==> src/rtl/tero_pkg.sv <==
// Shared types for the TERO evaluation controller: FSM states and the
// (index, count) result payload handed to the response stage.
package tero_pkg;

    typedef enum logic [2:0] {
        ST_IDLE    = 3'd0,
        ST_RESEQ   = 3'd1,
        ST_SETTLE  = 3'd2,
        ST_MEASURE = 3'd3,
        ST_OUTPUT  = 3'd4,
        ST_ADVANCE = 3'd5,
        ST_FINISH  = 3'd6
    } state_e;

    localparam int unsigned RES_IDX_W = 8;
    localparam int unsigned RES_CNT_W = 16;

    typedef struct packed {
        logic [RES_IDX_W-1:0] idx;
        logic [RES_CNT_W-1:0] count;
    } result_t;

endpackage

==> src/rtl/tero_window_counter.sv <==
// Measurement window timer plus saturating oscillation-pulse counter.
// count_c_o already includes the pulse of the current cycle.
module tero_window_counter #(
    parameter int unsigned WINDOW_CYCLES = 1024,
    parameter int unsigned CNT_BITS      = 16
) (
    input  logic                clk,
    input  logic                reset,
    input  logic                clear_i,
    input  logic                en_i,
    input  logic                pulse_i,
    output logic                last_cycle_c_o,
    output logic [CNT_BITS-1:0] count_c_o
);

    localparam int unsigned WIN_W = $clog2(WINDOW_CYCLES + 1);

    logic [WIN_W-1:0]    win_q, win_d;
    logic [CNT_BITS-1:0] cnt_q, cnt_d;

    always_comb begin
        last_cycle_c_o = en_i && (win_q == WIN_W'(WINDOW_CYCLES - 1));
        count_c_o      = cnt_q;
        win_d          = win_q;
        cnt_d          = cnt_q;
        // Saturate instead of wrapping at all-ones.
        if (en_i && pulse_i && (cnt_q != {CNT_BITS{1'b1}})) begin
            count_c_o = cnt_q + CNT_BITS'(1);
        end
        if (clear_i) begin
            win_d = '0;
            cnt_d = '0;
        end else if (en_i) begin
            cnt_d = count_c_o;
            win_d = last_cycle_c_o ? '0 : win_q + WIN_W'(1);
        end
    end

    always_ff @(posedge clk) begin
        if (reset) begin
            win_q <= '0;
            cnt_q <= '0;
        end else begin
            win_q <= win_d;
            cnt_q <= cnt_d;
        end
    end

endmodule

==> src/rtl/tero_eval_ctrl.sv <==
// Walks every TERO via the index sequencer: settle, measure a fixed window,
// and hand one (index, count) result per TERO to the consumer.
module tero_eval_ctrl
    import tero_pkg::*;
#(
    parameter int unsigned NUM_LOOPS     = 32,
    parameter int unsigned CNT_BITS      = 16,
    parameter int unsigned WINDOW_CYCLES = 1024,
    parameter int unsigned SETTLE_CYCLES = 4,
    parameter int unsigned IDX_W         = $clog2(NUM_LOOPS - 1) + 1
) (
    input  logic                clk,
    input  logic                reset,
    input  logic                start,
    input  logic [IDX_W-1:0]    tero_idx,
    input  logic                seq_done,
    output logic                seq_increment,
    output logic                seq_reset,
    output logic [IDX_W-1:0]    tero_sel,
    output logic                tero_en,
    input  logic                tero_pulse,
    output logic                res_valid,
    input  logic                res_ready,
    output logic [IDX_W-1:0]    res_idx,
    output logic [CNT_BITS-1:0] res_count,
    output logic                busy,
    output logic                done
);

    localparam int unsigned SET_W = $clog2(SETTLE_CYCLES + 1);

    state_e              state_q, state_d;
    logic [SET_W-1:0]    settle_q, settle_d;
    logic                seq_done_q, seq_done_d;
    logic [IDX_W-1:0]    res_idx_q, res_idx_d;
    logic [CNT_BITS-1:0] res_count_q, res_count_d;
    logic                seq_increment_q, seq_increment_d;
    logic                seq_reset_q, seq_reset_d;
    logic                tero_en_q, tero_en_d;
    logic                res_valid_q, res_valid_d;
    logic                busy_q, busy_d;
    logic                done_q, done_d;
    logic                last_cycle_c;
    logic [CNT_BITS-1:0] count_c;

    tero_window_counter #(
        .WINDOW_CYCLES (WINDOW_CYCLES),
        .CNT_BITS      (CNT_BITS)
    ) u_window (
        .clk            (clk),
        .reset          (reset),
        .clear_i        (state_q == ST_SETTLE),
        .en_i           (state_q == ST_MEASURE),
        .pulse_i        (tero_pulse),
        .last_cycle_c_o (last_cycle_c),
        .count_c_o      (count_c)
    );

    // Next-state logic; outputs are decoded from the next state so they line up
    // with the state register.
    always_comb begin
        state_d     = state_q;
        settle_d    = '0;
        seq_done_d  = seq_done_q;
        res_idx_d   = res_idx_q;
        res_count_d = res_count_q;
        unique case (state_q)
            ST_IDLE:    if (start) state_d = ST_RESEQ;
            ST_RESEQ:   state_d = ST_SETTLE;
            ST_SETTLE: begin
                if (settle_q == SET_W'(SETTLE_CYCLES - 1)) state_d = ST_MEASURE;
                else settle_d = settle_q + SET_W'(1);
            end
            ST_MEASURE: begin
                if (last_cycle_c) begin
                    state_d     = ST_OUTPUT;
                    res_idx_d   = tero_idx;
                    res_count_d = count_c;
                    seq_done_d  = seq_done;
                end
            end
            ST_OUTPUT: begin
                if (res_valid_q && res_ready) state_d = seq_done_q ? ST_FINISH : ST_ADVANCE;
            end
            ST_ADVANCE: state_d = ST_SETTLE;
            ST_FINISH:  state_d = ST_IDLE;
            default:    state_d = ST_IDLE;
        endcase
        seq_reset_d     = (state_d == ST_RESEQ);
        seq_increment_d = (state_d == ST_ADVANCE);
        tero_en_d       = (state_d == ST_MEASURE);
        res_valid_d     = (state_d == ST_OUTPUT);
        done_d          = (state_d == ST_FINISH);
        busy_d          = (state_d != ST_IDLE) && (state_d != ST_FINISH);
    end

    always_ff @(posedge clk) begin
        if (reset) begin
            state_q         <= ST_IDLE;
            settle_q        <= '0;
            seq_done_q      <= 1'b0;
            res_idx_q       <= '0;
            res_count_q     <= '0;
            seq_increment_q <= 1'b0;
            seq_reset_q     <= 1'b0;
            tero_en_q       <= 1'b0;
            res_valid_q     <= 1'b0;
            busy_q          <= 1'b0;
            done_q          <= 1'b0;
        end else begin
            state_q         <= state_d;
            settle_q        <= settle_d;
            seq_done_q      <= seq_done_d;
            res_idx_q       <= res_idx_d;
            res_count_q     <= res_count_d;
            seq_increment_q <= seq_increment_d;
            seq_reset_q     <= seq_reset_d;
            tero_en_q       <= tero_en_d;
            res_valid_q     <= res_valid_d;
            busy_q          <= busy_d;
            done_q          <= done_d;
        end
    end

    assign tero_sel      = tero_idx;
    assign seq_increment = seq_increment_q;
    assign seq_reset     = seq_reset_q;
    assign tero_en       = tero_en_q;
    assign res_valid     = res_valid_q;
    assign res_idx       = res_idx_q;
    assign res_count     = res_count_q;
    assign busy          = busy_q;
    assign done          = done_q;

endmodule

==> config.mk <==
export PLATFORM = sky130hd
export DESIGN_NAME = tero_eval_ctrl
export DESIGN_NICKNAME = d
export VERILOG_FILES = /design/src/rtl/tero_pkg.sv /design/src/rtl/tero_window_counter.sv /design/src/rtl/tero_eval_ctrl.sv
export SDC_FILE = /design/constraint.sdc
export NUM_CORES = 1
export LEC_CHECK = 0
export CAP_MARGIN = 20
export CORE_ASPECT_RATIO = 0.8
export CORE_MARGIN = 4
export CORE_UTILIZATION = 55
export CTS_BUF_LIST = sky130_fd_sc_hd__clkbuf_4
export DETAILED_ROUTE_END_ITERATION = 10
export GPL_TIMING_DRIVEN = 0
export PLACE_DENSITY = 0.82
export SLEW_MARGIN = 20
export SYNTH_ARGS = -nofsm -noshare
export SYNTH_HDL_FRONTEND = slang
export SYNTH_SLANG_ARGS = --single-unit
==> constraint.sdc <==
create_clock -name clk -period 2.1 [get_ports clk]
set_input_delay 0.42 -clock clk [delete_from_list [all_inputs] [get_ports clk]]
set_output_delay 0.42 -clock clk [all_outputs]
set_load 0.005 [all_outputs]
Yosys cells after proc, flatten, opt, wreduce, memory -nomap -nowiden

Cells that the tools add are included.

Multiplexer cells: 8
$add $sub $neg: 3
Eq/ne operators: 14
Bitwise logic cells: 1
Reduce and logical (&&, ||, !) cells: 11

Operator list:

| cell                  | number |
|---|---|
| $add 16x1->16 const B | 1 |
| $mux 16               | 1 |
| $ne 16x16->1 const B  | 1 |
| $eq 3x3->1 const B    | 5 |
| $pmux 3 s5            | 1 |
| $eq 3x2->1 const B    | 4 |
| $mux 3                | 4 |
| $add 11x1->11 const B | 1 |
| $eq 11x10->1 const B  | 1 |
| $mux 11               | 1 |
| $eq 3x1->1 const B    | 2 |
| $logic_and 1x1->1     | 5 |
| $reduce_or 2->1       | 2 |
| $add 3x1->3 const B   | 1 |
| $logic_not 3->1       | 1 |
| $ne 3x3->1 const B    | 1 |
| $reduce_bool 3->1     | 1 |
| $reduce_or 3->1       | 1 |
| $mux 2                | 1 |
| $reduce_and 2->1      | 1 |
| $not 1->1             | 1 |

Logic and storage cells: 50
Input bits: 12
Register bits after elaboration: 62

Depth between registers and ports, before layout

Gate-level depths: netlist of the first run.

Word-level depth: 6
Gate-level depth with buffers: 6
Gate-level depth less buffers: 5

Hierarchy

A second synthesis of the first run with hierarchy kept.

Cell total of the unflattened synthesis: 325
Area, all modules: 2815.2 um^2

By module, submodules not included:

| module              | instances | area each (um^2) | cells an instance | sequential area each (um^2) |
|---|---|---|---|---|
| tero_window_counter | 1         | 1456.4           | 168               | 540.5 |
| tero_eval_ctrl      | 1         | 1358.8           | 157               | 700.7 |

Least setup slack after synthesis of the first run

Ideal clock, no wire load.

Path type: reg-to-reg
Start point: register u_window.win_q[0]
End point: register res_valid_q, in the netlist res_valid
Buffers on the path: 1
Stages on the path, launching flop included: 7
Arrival: 1.773 ns
Data required time: 2.039 ns
Path slack: 0.266 ns
Cells stage by stage: dfxtp_1 ha_1 nand3b_2 or3_1 buf_2 a222oi_1 and3_1

Longest elaborated chain between the ends: 5

Ends and longest elaborated chain:

| item                   | RTL line                  | text |
|---|---|---|
| from (decl)            | tero_window_counter.sv:18 | `logic [WIN_W-1:0] win_q, win_d;` |
| from (signal assigned) | tero_window_counter.sv:44 | `win_q <= win_d;` |
| $eq 11x10->1           | tero_window_counter.sv:22 | `last_cycle_c_o = en_i && (win_q == WIN_W'(WINDOW_CYCLES - 1));` |
| $logic_and 1x1->1      | tero_window_counter.sv:22 |  |
| $mux 3                 | tero_eval_ctrl.sv:75      | `if (last_cycle_c) begin` |
| $pmux 3 s5             | tero_eval_ctrl.sv:67      | `unique case (state_q)` |
| $eq 3x3->1             | tero_eval_ctrl.sv:92      | `res_valid_d = (state_d == ST_OUTPUT);` |
| to (signal assigned)   | tero_eval_ctrl.sv:119     | `res_valid_q <= res_valid_d;` |
| to (decl)              | tero_eval_ctrl.sv:40      | `logic res_valid_q, res_valid_d;` |

No other way between the ends.
A chain may end at the register's enable or synchronous reset.

Worst setup path in the final report of the first run

Start point: register u_window.win_q[1]
End point: register seq_reset_q, in the netlist seq_reset

Longest elaborated chain between the ends: 5

Ends and longest elaborated chain:

| item                 | RTL line                  | text |
|---|---|---|
| $eq 11x10->1         | tero_window_counter.sv:22 |  |
| $logic_and 1x1->1    | tero_window_counter.sv:22 |  |
| $mux 3               | tero_eval_ctrl.sv:75      |  |
| $pmux 3 s5           | tero_eval_ctrl.sv:67      |  |
| $eq 3x1->1           | tero_eval_ctrl.sv:89      | `seq_reset_d = (state_d == ST_RESEQ);` |
| to (signal assigned) | tero_eval_ctrl.sv:117     | `seq_reset_q <= seq_reset_d;` |
| to (decl)            | tero_eval_ctrl.sv:38      | `logic seq_reset_q, seq_reset_d;` |

No other way between the ends.

==> flow_summary.yaml, run 1 <==
clock_tree:
  clk_latency_ns: 0.41
  clock-sinks: 62
  htreeDepth: 3
  cts_buffer_depth: 2
  clk_pin_slew_ns: 0.11
  tritoncts: "done"
  cts_root_buf: "clkbuf_4"
  hold_buffers: 0
  numCtsBuffers: 9
timing:
  relSlewSlack_pct: 63.2
  layout_setup_ws_ns: 0.0726
  rsz0062_at_grt: "yes"
  period_share_pct: 96.5
  setup_viol: 0
  hold_slack_ns: 0.440
  min_period_ns: 2.03
  hold_viol: 0
  fin_skew_ns: 0.0120
  tightest_slew_ns: 0.548
  clock.fmax_ghz: 0.493
  drv_slew: 0
synthesis:
  synth_edf_count: 0
  synthArstFlopShare_pct: 0
  synth_ff_type: "dfxtp_1"
  synth_nets: 335
  yosys_warnings: 0
  avgSynthCellArea_um2: 8.78
  netlist_area_mm2: 0.00280
  seq_area_frac_synth_pct: 44.3
  synth_cell_type_count: 50
  synth-seq-cells: 62
  syn_inst: 319
global_route:
  grt_pass1_vias: 2323
  antenna_found_initial: 0
  grt-ovfl-total: 0
  grt_max_degree: 12
  grt_first_pass_wirelength_mm: 10.7
  track_usage_pct: 21.6
final_layout:
  layout_commonest_cell: "dfxtp_1"
  syn2layout_area_growth_pct: 30.8
  design_area_mm2: 0.00366
  layout.nets: 397
  n_antenna_cell: 0
  finalNonFillerCells: 446
  nFillCells: 352
  drive_gt1_share_pct: 14.2
  final_cell_mix: "dfxtp_1, clkdlybuf4s50_1, nand2_1"
power:
  ir_worst_vdd_v: 0.000562
  p_seq_share_pct: 47.8
  comb_power_share_pct: 5.7
  p_leak_uw: 0.00126
  sw_frac_of_total_pct: 20.7
  finalPower_uw: 2480
  p_sw_uw: 513
  clkPwrFrac_pct: 46.5
  p_int_uw: 1970
  power_density_mw_per_mm2: 677
detailed_routing:
  routed-via-count: 2633
  top_layer: "met4"
  drt_pass1_iterations: 4
  viasPerCell: 5.90
  route.met2.wl_mm: 3.06
  wirelength_met1_mm: 3.10
  drc: 0
  drt_iter0_drc: 147
  routed_wl_mm: 6.75
  dr_wl_met3_um: 486
  antenna_left: 0
  wl_per_cell_um: 15.1
critical_path:
  cpMaxStageDelayCell: "dfxtp_2"
  worstSetupPathType: "reg -> reg"
  crit_fanout: 6
  max_stage_delay_ns: 0.38
  crit_chain: "ha_4, nand3b_2, or3_1, buf_2, a222oi_1, buf_4, buf_4, nor3_1"
  start_kind: "register"
  required_ns: 2.38
  end_kind: "register"
  r2r_slack_ns: 0.07
  path_common_cell: "buf_4"
  worstPathArrival_ns: 2.31
placement:
  dp_hpwl_mm: 4.53
  port_buffers: 44
  place_congestion: 0.918
  dp_cells: 423
  preCtsSetupSlack_ns: -0.192
  placed_area_mm2: 0.00332
die:
  die_y_um: 71.8
  io-pin-count: 46
  placementRows: 22
  dieArea_mm2: 0.00631
  die_width_um: 87.8
  start_util_pct: 58.8
  core_mm2: 0.00476
flow_run:
  cap_viol_max_count: 0
status:
  status: "completed"
worst_hold_path:
  worstHoldPathType: "reg -> reg"
## synthesized netlist by cell type (all sizes together) (3+ instances only)
master | count | area share [%]
and3 | 3 | 0.67
nand3 | 10 | 2.2
nand4 | 10 | 3.0
dfxtp | 62 | 44
a311oi | 14 | 4.4
nand3b | 4 | 1.2
o21ai | 15 | 2.7
nor4 | 7 | 2.5
buf | 13 | 2.9
nor2 | 32 | 4.3
nor3b | 3 | 0.80
nand2 | 33 | 4.4
xnor2 | 6 | 1.9
ha | 4 | 1.8
and4 | 5 | 1.6
or3 | 15 | 3.3
o31ai | 5 | 1.5
nor3 | 6 | 1.1
or4 | 3 | 0.80
inv | 5 | 0.67
clkbuf | 10 | 1.4
a21oi | 25 | 4.5
## state kept, by name, summed over array words and instances, names as in the netlist
signal	cells
res_idx	6
seq_increment	1
state_q	3
res_valid	1
u_window.cnt_q	16
settle_q	3
tero_en	1
seq_done_q	1
seq_reset	1
busy	1
res_count	16
u_window.win_q	11
done	1
## power by group through the flow
| stage | Sequential (uW) | Clock [uW] | Combinational [uW] |
|---|---|---|---|
| floorplan | 1210 | 0 | 67.5 |
| global placement | 1210 | 0 | 125 |
| detailed placement | 1210 | 0 | 127 |
| CTS | 1190 | 1170 | 134 |
| global route | 1190 | 1220 | 152 |
| finish | 1190 | 1150 | 142 |
## area by class of cell
| cell class | instances | area (um^2) | area share [%] |
|---|---|---|---|
| clock inverter | 7 | 136 | 3.72 |
| inverter | 5 | 18.8 | 0.512 |
| buffer | 23 | 124 | 3.38 |
| multi-input combinational | 229 | 1500 | 41.0 |
| timing repair buffer | 51 | 493 | 13.5 |
| sequential | 62 | 1250 | 34.0 |
| tap | 60 | 75.1 | 2.05 |
| clock buffer | 9 | 67.6 | 1.84 |
## cell families (layout without fill, tap and decap cells)
group	Yosys count	in the layout	share of synthesized area (%)
AOI/OAI and AO/OA	75	75	17.7
xor gates and xnor gates	8	8	2.50
adders and majority gates	4	4	1.79
buffers and inverters	28	95	4.91
DFF	62	62	44.3
and+or+nand+nor	142	142	28.8
## worst max-delay path: cells and delay by family, from the launching register on
kind | cells | cell delay (ns)
buffers and inverters | 3 | 0.45
AOI/OAI and AO/OA | 1 | 0.35
DFF | 1 | 0.38
adders and majority gates | 1 | 0.16
and+or+nand+nor | 3 | 0.56
## stage by stage
stage | setup TNS [ns] | utilization, %
floorplan | 0 | -
detailed placement | -2.23 | 69.7
finish | 0 | 76.9
global route | -0.0855 | 76.9
CTS | -0.123 | 74.8
global placement | -2.55 | 69.7
## routing by layer
layer	vias up	GRT usage, %
met3	13	7.01
met5	-	0
li1	1312	-
met2	81	31.7
met4	0	8.69
met1	1227	29.2
## timing repair
| item | CTS | global route |
|---|---|---|
| gates cloned | 0 | 0 |
| buffers inserted | 4 | 3 |
| gates resized for setup | 2 | 15 |
| endpoints found under the setup margin | 18 | 29 |
| pin swaps | 2 | 3 |
## path summary, 6_finish.rpt
kind,from,end,cells past startpoint
setup / recovery,u_window.win_q[1],seq_reset,8
hold reg to reg,settle_q[0],settle_q[0],1
hold / removal,settle_q[0],settle_q[0],1
setup reg to reg,u_window.win_q[1],seq_reset,8
No activity file was read; power rests on OpenSTA's default activity.
==> run 2: changes to the inputs <==
--- a/config.mk
+++ b/config.mk
@@ -10,8 +10,9 @@
 export CORE_MARGIN = 4
 export CORE_UTILIZATION = 55
 export CTS_BUF_LIST = sky130_fd_sc_hd__clkbuf_4
+export CTS_CLUSTER_SIZE = 8
 export DETAILED_ROUTE_END_ITERATION = 10
-export GPL_TIMING_DRIVEN = 0
+export GPL_TIMING_DRIVEN = 1
 export PLACE_DENSITY = 0.82
 export SLEW_MARGIN = 20
 export SYNTH_ARGS = -nofsm -noshare
==> constraint.sdc (replaced) <==
create_clock -name clk -period 2.2 [get_ports clk]
set_input_delay 0.44 -clock clk [delete_from_list [all_inputs] [get_ports clk]]
set_output_delay 0.44 -clock clk [all_outputs]
set_load 0.005 [all_outputs]
==> run 2 against run 1 <==
Sequential share of layout area is 1.8 points higher. Clock skew grew 0.0019 ns. Global-route usage shrank 0.095 points. Critical path depth fell by 1. Flip-flop and latch count did not move. Die area is the same. Design area fell by 5.4%. Maximum frequency is 2.9% lower. Via count shrank 2.2%. Non-clock buffer count is 12 lower. Final cell count down 2.7%. Setup slack gained 0.039 ns.
==> flow_summary.yaml, run 2 (synthesis results as in run 1) <==
timing:
  fin_skew_ns: 0.0139
  layout_setup_ws_ns: 0.112
  clock.fmax_ghz: 0.479
  min_period_ns: 2.09
  period_share_pct: 94.9
  rsz0062_at_grt: "no"
  hold_viol: 0
  relSlewSlack_pct: 69.0
  tightest_slew_ns: 0.466
  setup_viol: 0
  fin_setup_tns_ns: 0
  drv_slew: 0
critical_path:
  crit_fanout: 7
  required_ns: 2.52
  r2r_slack_ns: 0.11
  worstSetupPathType: "reg -> reg"
  end_kind: "register"
  cpMaxStageDelayCell: "or4_1"
  max_stage_delay_ns: 0.50
  crit_chain: "ha_1, nand4_1, buf_4, nor4_2, buf_4, or4_1, a311oi_1"
  path_common_cell: "buf_4"
  crit_buf_inv: 2
  path_delay_family: "simple AND/OR/NAND/NOR gates"
  worstPathArrival_ns: 2.41
  start_kind: "register"
final_layout:
  drive_gt1_share_pct: 11.2
  layout.nets: 385
  syn2layout_area_growth_pct: 23.7
  n_antenna_cell: 0
  final_cell_mix: "dfxtp_1, clkdlybuf4s50_1, nand2_1"
  layout_commonest_cell: "dfxtp_1"
global_route:
  track_usage_pct: 21.5
  grt_first_pass_wirelength_mm: 10.7
  grt_pass1_vias: 2330
  grt_max_degree: 27
  grt-ovfl-total: 0
  antenna_found_initial: 0
clock_tree:
  cts_buffer_depth: 2
  htreeDepth: 3
  hold_buffers: 0
  clk_latency_ns: 0.41
  numCtsBuffers: 9
  clk_pin_slew_ns: 0.10
  clock-sinks: 62
  tritoncts: "done"
  cts_root_buf: "clkbuf_4"
die:
  die_width_um: 87.8
  io-pin-count: 46
  dieArea_mm2: 0.00631
  placementRows: 22
  core_mm2: 0.00476
  start_util_pct: 58.8
  die_y_um: 71.8
worst_hold_path:
  worstHoldPathType: "reg -> reg"
detailed_routing:
  routed-via-count: 2574
  drt_iter0_drc: 218
  wl_per_cell_um: 14.9
  routed_wl_mm: 6.45
  viasPerCell: 5.93
  drt_pass1_iterations: 5
  drc: 0
  antenna_left: 0
power:
  p_sw_uw: 474
  sw_frac_of_total_pct: 23.8
  power_density_mw_per_mm2: 574
  p_seq_share_pct: 57.1
  comb_power_share_pct: 5.9
  p_int_uw: 1520
  ir_worst_vdd_v: 0.000456
  p_leak_uw: 0.00115
  clkPwrFrac_pct: 36.9
flow_run:
  cap_viol_max_count: 0
placement:
  port_buffers: 45
  place_congestion: 0.894
  dp_hpwl_mm: 4.51
  preCtsSetupSlack_ns: 0.0119
status:
  status: "completed"
[run 2: final timing paths]
kind,end,depth (start not counted),from
worst min register to register,settle_q[0],1,settle_q[0]
worst max register to register,res_count[11],7,u_window.cnt_q[0]
worst max-delay path,res_count[11],7,u_window.cnt_q[0]
worst min-delay path,settle_q[0],1,settle_q[0]
[run 2: layout make-up]
type | count | area, um^2
clock buffer | 9 | 67.6
clock inverter | 7 | 55.1
fill | 370 | 1300
inverter | 5 | 18.8
multi-input combinational | 229 | 1430
sequential | 62 | 1240
tap | 60 | 75.1
timing repair buffer | 62 | 578
[run 2: routing by layer]
metal  routed length, um  vias to the layer above  part of all wire [%]  global-route usage, %
li1                    -                     1275                     -                      -
met1                2960                     1198                    46                   28.9
met2                2930                       89                    45                   32.0
met3                 467                       12                   7.2                   7.93
met4                  91                        0                   1.4                   6.64
met5                   0                        -                     0                      0
[run 2: what timing repair did]
item	in CTS	in global routing
setup endpoints to repair	0	2
buffers inserted	0	1
resized for setup	0	1
[run 2: through the flow]
step | hold WS [ns] | cells | area, um^2 | util [%] | power [uW]
after global routing | 0.447 | 434 | 3460 | 72.8 | 2080
after CTS | 0.427 | 433 | 3450 | 72.5 | 2010
after detailed placement | 0.409 | 417 | 3330 | 69.9 | 1280
after floorplan | 0.398 | 319 | 2800 | - | 1220
final | 0.427 | 434 | 3460 | 72.8 | 1990
after global placement | 0.409 | 417 | 3330 | 69.9 | 1280
[run 2: worst reg2reg max path, stage by stage (launching register included)]
cell and delay, ns:
dfxtp_1 0.38, ha_1 0.26, nand4_1 0.21, buf_4 0.17
nor4_2 0.04, buf_4 0.16, or4_1 0.50, a311oi_1 0.28
[run 2: power groups by stage]
stage                     clock [uW]  combinational, uW  sequential (uW)
after floorplan                    0               64.4             1160
after global placement             0                116             1160
after detailed placement           0                117             1160
after CTS                        752                118             1140
after global routing             809                129             1140
final                            734                118             1140
==> run 3: changes to the inputs <==
--- a/config.mk
+++ b/config.mk
@@ -7,7 +7,6 @@
 export LEC_CHECK = 0
 export CAP_MARGIN = 20
 export CORE_ASPECT_RATIO = 0.8
-export CORE_MARGIN = 4
 export CORE_UTILIZATION = 55
 export CTS_BUF_LIST = sky130_fd_sc_hd__clkbuf_4
 export CTS_CLUSTER_SIZE = 8
==> run 3 against run 2 <==
Non-clock buffer count increased by 2. Register-to-register slack improved by 0.04 ns. Critical path depth decreased by 2. Clock skew increased by 0.0022 ns. Combinational power increased by 4%. Maximum frequency increased by 2.1%. Final cell count increased by 0.46%.
==> flow_summary.yaml, run 3 (synthesis results as in run 1) <==
status:
  status: "completed"
final_layout:
  seq_area_mm2: 0.00124
  n_antenna_cell: 0
  nFillCells: 371
  multiInputGateArea_mm2: 0.00142
  layout_commonest_cell: "dfxtp_1"
  drive_gt1_share_pct: 12.5
  design_area_mm2: 0.00346
  syn2layout_area_growth_pct: 23.7
  layout.nets: 387
  final_cell_mix: "dfxtp_1, clkdlybuf4s50_1, nand2_1"
critical_path:
  worstPathArrival_ns: 2.39
  start_kind: "register"
  crit_chain: "ha_1, nand3b_2, or3_1, a222oi_1, and3_1"
  end_kind: "register"
  worstSetupPathType: "reg -> reg"
  cpMaxStageDelayCell: "a222oi_1"
  r2r_slack_ns: 0.15
  reg2reg_to: "res_valid"
  required_ns: 2.54
  r2r_cells: 5
  max_stage_delay_ns: 0.56
  r2r-start: "u_window.win_q[0]"
  crit_fanout: 4
timing:
  rsz0062_at_grt: "no"
  setup_viol: 0
  fin_setup_tns_ns: 0
  min_period_ns: 2.05
  fin_skew_ns: 0.0162
  drv_slew: 0
  layout_setup_ws_ns: 0.154
  relSlewSlack_pct: 64.4
  clock.fmax_ghz: 0.489
  hold_viol: 0
  period_share_pct: 93.0
  tightest_slew_ns: 0.534
die:
  dieArea_mm2: 0.00538
  io-pin-count: 46
  core_mm2: 0.00473
  placementRows: 22
  die_width_um: 81.8
  die_y_um: 65.8
  start_util_pct: 59.2
clock_tree:
  htreeDepth: 3
  clk_pin_slew_ns: 0.11
  cts_resized: 0
  post_cts_buffers: 0
  cts_root_buf: "clkbuf_4"
  clk_latency_ns: 0.40
  tritoncts: "done"
  hold_buffers: 0
  clock-sinks: 62
  cts_buffer_depth: 2
  numCtsBuffers: 9
power:
  comb_power_share_pct: 6.4
  sw_frac_of_total_pct: 25.2
  clkPwrFrac_pct: 34.2
  power_density_mw_per_mm2: 551
  p_int_uw: 1430
  p_sw_uw: 481
  finalPower_uw: 1910
  p_leak_uw: 0.00115
  ir_worst_vdd_v: 0.000445
  p_seq_share_pct: 59.4
detailed_routing:
  antenna_left: 0
  drc: 0
  routed-via-count: 2527
  viasPerCell: 5.80
  drt_iter0_drc: 239
  wl_per_cell_um: 14.5
  drt_pass1_iterations: 4
  routed_wl_mm: 6.30
global_route:
  grt-ovfl-total: 0
  gr-usage-met3_pct: 7.86
  groute.layer.met2.usage_pct: 39.7
  grt_first_pass_wirelength_mm: 10.6
  track_usage_pct: 25.9
  grt_pass1_vias: 2315
  grt_max_degree: 27
  grt_use_met1_pct: 34.2
  busiest_layer: "met2"
  antenna_found_initial: 0
flow_run:
  cap_viol_max_count: 0
placement:
  placed_area_mm2: 0.00335
  place_congestion: 0.866
  preCtsSetupSlack_ns: 0.0141
  port_buffers: 45
  dp_hpwl_mm: 4.49
worst_hold_path:
  holdPathStages: 1
  hold_start: "settle_q[0]"
  worstHoldPathType: "reg -> reg"
  min_to: "settle_q[0]"
[run 3: cell types whose count changed in the layout (fill, tap and decap cells not counted), sizes merged]
cell,before,now
bufinv,1,0
clkinvlp,0,2
clkbuf,9,10
clkinv,6,4
buf,17,19
[run 3: final cells by class]
cell class / count / share of cell area (%)
Sequential cell: 62 / 35.8
Timing Repair Buffer: 64 / 17.1
Multi-Input combinational cell: 229 / 41.1
Clock inverter: 6 / 1.12
Clock buffer: 10 / 2.17
Tap cell: 60 / 2.17
Inverter: 5 / 0.542
[run 3: stage by stage]
step / util, % / cells / hold WS, ns
final: 73.2 / 436 / 0.423
after global routing: 73.2 / 436 / 0.456
after CTS: 73.2 / 436 / 0.428
after detailed placement: 70.8 / 420 / 0.416
after global placement: 70.8 / 420 / 0.411
after floorplan: - / 319 / 0.398
[run 3: worst max path at each step]
stage,startpoint,to,slack (ns),cells after the start
6_report,u_window.win_q[0],res_valid,0.15,5
3_5_place_dp,tero_pulse,res_count[7],0.01,6
3_3_place_gp,tero_pulse,res_count[7],0.06,6
4_1_cts,u_window.win_q[0],res_valid,0.17,5
5_1_grt,u_window.cnt_q[1],res_count[3],0.06,6
2_1_floorplan,u_window.win_q[0],res_valid,0.37,6
[run 3: worst max-delay path, delay by kind of cell (launching register included)]
kind	cells	cell delay [ns]
AND/OR/NAND/NOR	3	0.80
AO/OA/AOI/OAI	1	0.56
flip-flops	1	0.38
adder cells (fa/ha/maj)	1	0.25
[run 3: metal layers]
| layer | vias to the layer above | routed length [um] |
|---|---|---|
| met4 | 0 | 34 |
| li1 | 1283 | - |
| met3 | 4 | 427 |
| met1 | 1170 | 2950 |
| met2 | 70 | 2890 |
| met5 | - | 0 |
[run 3: power by group through the flow]
| stage | logic, uW | clock network, uW | registers (uW) |
|---|---|---|---|
| floorplan | 64.4 | 0 | 1160 |
| global placement | 119 | 0 | 1160 |
| detailed placement | 122 | 0 | 1160 |
| CTS | 122 | 678 | 1130 |
| global route | 133 | 730 | 1140 |
| finish | 123 | 654 | 1130 |
